--- src/rtl/wb_arbiter_rr.sv ---
// Round-robin N-master to 1-slave pipelined Wishbone arbiter with in-order ack routing via an ID FIFO.
// Optional macro WB_ARB_LOCK_EN adds m_lock, which keeps the pointer on a locking master.
module wb_arbiter_rr #(
    parameter int unsigned N_MASTERS = 2,
    parameter int unsigned AW        = 32,
    parameter int unsigned DW        = 32,
    parameter int unsigned MAX_OUT   = 4
) (
    input  logic                          clk,
    input  logic                          rst_n,
    input  logic [N_MASTERS-1:0]          m_stb,
    input  logic [N_MASTERS*AW-1:0]       m_adr,
    input  logic [N_MASTERS*(DW/8)-1:0]   m_sel,
    input  logic [N_MASTERS-1:0]          m_we,
    input  logic [N_MASTERS*DW-1:0]       m_dat_w,
`ifdef WB_ARB_LOCK_EN
    input  logic [N_MASTERS-1:0]          m_lock,
`endif
    output logic [N_MASTERS-1:0]          m_stall,
    output logic [N_MASTERS-1:0]          m_ack,
    output logic [DW-1:0]                 m_dat_r,
    output logic                          s_stb,
    output logic [AW-1:0]                 s_adr,
    output logic [DW/8-1:0]               s_sel,
    output logic                          s_we,
    output logic [DW-1:0]                 s_dat_w,
    input  logic                          s_stall,
    input  logic                          s_ack,
    input  logic [DW-1:0]                 s_dat_r
);

    localparam int unsigned IW = $clog2(N_MASTERS);
    localparam int unsigned PW = (MAX_OUT > 1) ? $clog2(MAX_OUT) : 1;
    localparam int unsigned CW = $clog2(MAX_OUT + 1);
    localparam int unsigned SW = DW / 8;

    logic [IW-1:0] ptr_q, ptr_d;
    logic [IW-1:0] fifo_q [MAX_OUT];
    logic [IW-1:0] fifo_d [MAX_OUT];
    logic [PW-1:0] wr_ptr_q, wr_ptr_d, rd_ptr_q, rd_ptr_d;
    logic [CW-1:0] count_q, count_d;

    logic          gnt_valid;
    logic [IW-1:0] gnt_idx;
    logic [IW-1:0] cand;
    logic [IW-1:0] gnt_next;
    logic          full;
    logic          accept;
    logic          ack_ok;

    // Scan from ptr upward, wrapping, and take the first requester.
    always_comb begin
        gnt_valid = 1'b0;
        gnt_idx   = '0;
        cand      = ptr_q;
        for (int k = 0; k < N_MASTERS; k++) begin
            if (!gnt_valid && m_stb[cand]) begin
                gnt_valid = 1'b1;
                gnt_idx   = cand;
            end
            cand = (cand == IW'(N_MASTERS - 1)) ? '0 : cand + 1'b1;
        end
        gnt_next = (gnt_idx == IW'(N_MASTERS - 1)) ? '0 : gnt_idx + 1'b1;
    end

    assign full   = (count_q == CW'(MAX_OUT));
    assign accept = s_stb && !s_stall;
    assign ack_ok = s_ack && (count_q != '0);

    always_comb begin
        s_stb   = rst_n && gnt_valid && !full;
        s_adr   = m_adr[gnt_idx*AW +: AW];
        s_sel   = m_sel[gnt_idx*SW +: SW];
        s_we    = m_we[gnt_idx];
        s_dat_w = m_dat_w[gnt_idx*DW +: DW];
        m_stall = '1;
        if (rst_n && gnt_valid) begin
            m_stall[gnt_idx] = s_stall || full;
        end
        m_ack   = '0;
        m_dat_r = '0;
        if (ack_ok) begin
            m_ack[fifo_q[rd_ptr_q]] = 1'b1;
            m_dat_r                 = s_dat_r;
        end
    end

    always_comb begin
        ptr_d    = ptr_q;
        fifo_d   = fifo_q;
        wr_ptr_d = wr_ptr_q;
        rd_ptr_d = rd_ptr_q;
        count_d  = count_q;
        if (accept) begin
            fifo_d[wr_ptr_q] = gnt_idx;
            wr_ptr_d = (wr_ptr_q == PW'(MAX_OUT - 1)) ? '0 : wr_ptr_q + 1'b1;
`ifdef WB_ARB_LOCK_EN
            ptr_d = m_lock[gnt_idx] ? gnt_idx : gnt_next;
`else
            ptr_d = gnt_next;
`endif
        end
        if (ack_ok) begin
            rd_ptr_d = (rd_ptr_q == PW'(MAX_OUT - 1)) ? '0 : rd_ptr_q + 1'b1;
        end
        if (accept && !ack_ok) begin
            count_d = count_q + 1'b1;
        end else if (!accept && ack_ok) begin
            count_d = count_q - 1'b1;
        end
    end

    always_ff @(posedge clk or negedge rst_n) begin
        if (!rst_n) begin
            ptr_q    <= '0;
            wr_ptr_q <= '0;
            rd_ptr_q <= '0;
            count_q  <= '0;
            for (int i = 0; i < MAX_OUT; i++) begin
                fifo_q[i] <= '0;
            end
        end else begin
            ptr_q    <= ptr_d;
            wr_ptr_q <= wr_ptr_d;
            rd_ptr_q <= rd_ptr_d;
            count_q  <= count_d;
            fifo_q   <= fifo_d;
        end
    end

`ifndef SYNTHESIS
    // A stray ack is dropped by the logic above; flag it so a misbehaving slave is visible.
    always_ff @(posedge clk) begin
        if (rst_n) begin
            assert (!(s_ack && count_q == '0))
            else $warning("wb_arbiter_rr: s_ack with no outstanding request dropped");
        end
    end
`endif

endmodule

--- config.mk ---
export PLATFORM = sky130hd
export DESIGN_NAME = wb_arbiter_rr
export DESIGN_NICKNAME = d
export VERILOG_FILES = /design/src/rtl/wb_arbiter_rr.sv
export SDC_FILE = /design/constraint.sdc
export NUM_CORES = 1
export LEC_CHECK = 0
export CORE_AREA = 2 2 109 111
export CTS_CLUSTER_SIZE = 25
export DETAILED_ROUTE_END_ITERATION = 10
export DIE_AREA = 0 0 111 113
export HOLD_SLACK_MARGIN = 0.1
export PLACE_DENSITY = 0.71
export SYNTH_ARGS = -nofsm -noshare
export SYNTH_HDL_FRONTEND = slang
export SYNTH_SLANG_ARGS = --single-unit
--- constraint.sdc ---
create_clock -name clk -period 4.9 [get_ports clk]
set_input_delay 1.225 -clock clk [delete_from_list [all_inputs] [get_ports clk]]
set_output_delay 1.225 -clock clk [all_outputs]
set_load 0.05 [all_outputs]
# Yosys cells after proc, flatten, opt, wreduce, memory -nomap -nowiden
# Index checks and enable logic that the tools add are counted.
[totals]
reg_bits = 12
latchBits = 0
ram_bits = 0
mem_bits_ro = 0
input_bits = 176
output_inout_bits = 106
n_memories = 0
[classes]
add_sub_neg = 6
n_mul = 0
n_div = 0
n_lt_le_gt_ge = 9
eq_ne = 3
shifts = 3
mux = 29
bitwise = 4
reduce_logical = 18
[ops]
columns = ["cell", "n"]
rows = [
  ["64-bit by 7-bit indexed part select with 32-bit output", 2],
  ["32-bit two-way mux", 1],
  ["1-bit two-way mux", 17],
  ["1-bit logical AND", 10],
  ["1-bit by 2-bit < comparator with 1-bit output, second input constant", 4],
  ["2-bit two-way mux", 4],
  ["8-bit by 4-bit indexed part select with 4-bit output", 1],
  ["3-bit >= comparator, second input constant", 2],
  ["3-bit two-way mux", 2],
  ["2-bit NOT with 3-bit output", 2],
  ["1-bit zero test", 5],
  ["2-bit by 1-bit adder with 2-bit output, second input constant", 2],
  ["4-bit bitwise mux", 1],
  ["2-bit equality test, second input constant", 2],
  ["3-bit by 1-bit adder with 3-bit output, second input constant", 1],
  ["3-bit equality test, second input constant", 1],
  ["3-bit by 1-bit < comparator with 1-bit output, second input constant", 1],
  ["3-bit nonzero test", 1],
  ["3-bit by 1-bit subtractor with 3-bit output, second input constant", 1],
  ["1-bit adder, second input constant", 2],
  ["1-bit binary-select mux with 2-bit select", 1],
  ["1-bit demux with 1-bit select", 2],
  ["1-bit demux with 2-bit select", 1],
  ["1-bit >= comparator, second input constant", 2],
  ["other kinds (4)", 4],
]

# Longest topological paths before layout
[logic_depth]
depth_word = 13
mapped_depth = 8
mapped_depth_nobuf = 8

# Worst setup path before layout
# No wires, ideal clock.
[synth_path]
kind = "input-to-output"
from = "input m_stb[1]"
to = "output s_adr[11]"
arrival_ns = 2.176
required_ns = 3.675
setup_slack_ns = 1.499
cell_stages = 4
path_buffers = 2
path_cell_list = "a21boi_4 -> buf_6 -> buf_6 -> mux2_2"
[synth_between]
elab_chain_len = 7
[synth_lines]
columns = ["item", "line", "rtl"]
rows = [
  ["start: declaration", "11", "input logic [N_MASTERS-1:0] m_stb,"],
  ["1-bit two-way mux (not written as such) (2 in a row)", "57", "if (!gnt_valid && m_stb[cand]) begin"],
  ["1-bit two-way mux", "57", ""],
  ["1-bit zero test", "57", ""],
  ["1-bit logical AND", "57", ""],
  ["1-bit two-way mux *", "57", ""],
  ["64-bit by 7-bit indexed part select with 32-bit output *", "72", "s_adr = m_adr[gnt_idx*AW +: AW];"],
  ["end: declaration", "23", "output logic [AW-1:0] s_adr,"],
]
# Every way passes the cells marked *; elsewhere a longest branch is shown, timed or not. The select of a mux whose other input is x is not followed.

# Final worst setup path
[layout_path]
from = "input s_ack"
to = "output m_dat_r[16]"
[layout_between]
elab_chain_len = 2
[layout_lines]
columns = ["item", "line", "rtl"]
rows = [
  ["start: declaration", "28", "input logic s_ack,"],
  ["1-bit logical AND", "68", "assign ack_ok = s_ack && (count_q != '0);"],
  ["32-bit two-way mux", "82", "if (ack_ok) begin"],
  ["end: declaration", "21", "output logic [DW-1:0] m_dat_r,"],
]
# Every way passes these cells.

==> metrics <==
first-pass GRT wire length 13000 µm; Pwr Total 1.59 mW; Worst setup SP type primary input; ANT cells 0; vias in the first global route 2458; minimum clock period 4.43 ns; CTS tree done; I/O Pins 282; Final Hold Vio Count 0; Worst slew margin 64.5%; fmax 0.226 GHz; Avg Vias per Cell 3.96; # H-tree levels 1; final net count 631; Worst path slowest cell clkdlybuf4s50_1; Bufs and invs on worst path 3; CTS Buf Count 3; DPL Wire Length 7480 µm; status finished clean; Final Cycle Share 90.5%; CP Capture Type output port; Final GP Congestion 0.832; gr usage total 12.6%; pwr dens 334 nW/µm²; YS warnings 0; Non-Filler Instances 590; Resize count post-CTS 0; synthesis-to-layout area growth 147%; Final Setup Violations 0; CTS max path bufs 2; Post-Route WL 8470 µm; number of library cell types mapped by synthesis 27; count leader, synth mux2_2; Post-Synthesis Cells 169; Mean Syn Cell Area 11.4 µm²; synth cell count leaders mux2_2 (40), and2_1 (33), mux2_4 (32); IO Port Bufs 281; slowest stage delay, CP 0.81 ns; Worst Path Max Fanout 25; ratio of cells with drive above 1 in the final layout 35.1%; top cell type's share of synthesized area 24.9%; most common cell type on the critical path clkdlybuf4s50_1; number of enable flip-flop cells after synthesis 0; Synth area leaders mux2_4 (25%), mux2_2 (23%), dfrtp_1 (16%); CP arrival 3.21 ns; DRT antenna net count 0; maximum vdd drop 0.150 mV; Remaining DRCs 0; Setup TNS Final 0 ns; delay-heaviest family, CP buffers and inverters; DRT Pass-1 Iters 4; Max Cap Violations 0; row cnt 39; Congestion Overflow GR 0; Pleak 2.04 nW; Die Wd 111 µm; post-synthesis sequential area ratio 15.6%; worst slew pin tran 0.531 ns; post-synth top area cell mux2_4; Worst-path clk slew 0.05 ns; 1st-iter DRT viols 42; fraction of registers with async set/reset 100%; Core Area 11300 µm²; initial antenna violation count 0; Crit path required time 3.67 ns; Synth Net Count 352; Clock Root Buffer clkbuf_16; routed wire length per instance 14.3 µm; Placed Cells 586; DR vias 2337; CTS Hold Bufs 0; Die Span Y 113 µm; postcts setup bufs 0; total die area 12500 µm²; critical setup path kind primary input to output port; RSZ-0062 raised after global routing false; Initial Utilization 17.1%; largest net degree at the start of global routing 50; Post-synth top flop dfrtp_1; CP Cell Sequence clkdlybuf4s50_1 > o31a_2 > buf_4 > and2_1 > clkdlybuf4s50_1; Num Clock Sinks 12; clock latency on the worst-skew pair 0.24 ns; hold crit path type register to register; area of the mapped netlist 1930 µm²; fin. max-slew vios 0; Clock Skew 0.00497 ns; flop and latch count out of synthesis 12
==> worst paths after layout <==
check / cells after the start / slack (ns) / start / to
max in group asynchronous: 2 / 3.36 / rst_n / wr_ptr_q[0]
hold reg to reg: 1 / 0.47 / fifo_q[1] / fifo_q[1]
hold / removal: 1 / 0.47 / fifo_q[1] / fifo_q[1]
setup / recovery: 5 / 0.47 / s_ack / m_dat_r[16]
setup reg to reg: 8 / 2.61 / count_q[1] / count_q[2]
min in group asynchronous: 2 / 1.39 / rst_n / rd_ptr_q[0]
==> sequential cells by signal, summed over array words and instances (netlist names) <==
name      flops
count_q       3
fifo_q        4
rd_ptr_q      2
ptr_q         1
wr_ptr_q      2
==> power breakdown <==
part           switching, mW  leakage (nW)  internal (mW)  total, mW
logic                  0.693          1.85          0.532       1.22
clock network         0.0440        0.0442          0.123      0.167
registers             0.0508         0.144          0.150      0.201
==> through the flow <==
stage	setup WS [ns]	utilization, %	hold WS [ns]	cell area [µm²]
4_1_cts	0.468	42.3	0.481	4770
3_5_place_dp	0.474	41.5	0.471	4680
6_report	0.466	42.3	0.474	4770
5_1_grt	0.333	42.3	0.503	4770
3_3_place_gp	0.521	41.5	0.468	4680
2_1_floorplan	1.50	-	0.452	1930
==> logic make-up after synthesis <==
family                   Yosys count  synth area share (%)
AO/OA/AOI/OAI                      4                  2.34
buffers and inverters             16                  7.01
adder cells (fa/ha/maj)            7                  4.93
XOR/XNOR                           3                  1.36
AND/OR/NAND/NOR                   49                  16.5
flip-flops                        12                  15.6
multiplexers                      78                  52.3
==> layer usage <==
layer  global-route usage [%]  vias to the layer above  routed length [µm]
met4                     1.75                        0                  42
met1                     14.7                     1080                3230
met3                     2.30                        4                 520
li1                         -                     1147                   -
met5                        0                        -                   0
met2                     24.6                      106                4670
==> cells in the final DEF, fill, tap and decap left out <==
cell             count
ha_1                 6
nor3_4               1
dfrtp_1             12
mux2_4              32
mux2i_1              1
inv_1                5
buf_4               73
fa_1                 1
nor2_1               4
o31a_2               1
mux2_1               4
nor4b_1              4
a21boi_4             1
nand2b_1             1
xor2_1               2
mux4_2               1
nand2_1              4
nor3_1               1
clkbuf_16            3
clkdlybuf4s50_1    210
a21o_1               1
o21ai_2              1
clkbuf_8             1
nor3b_4              1
mux2_2              40
and2_1              33
xnor2_1              1
buf_12               2
==> cell type report <==
cell class                      count  area, µm²
Multi-Input combinational cell    141       1490
Fill cell                        1067       6500
Sequential cell                    12        300
Tap cell                          143        179
Clock buffer                        4       88.8
Timing Repair Buffer              285       2690
Inverter                            5       18.8
Note: power is estimated with default switching activity, not from simulation.
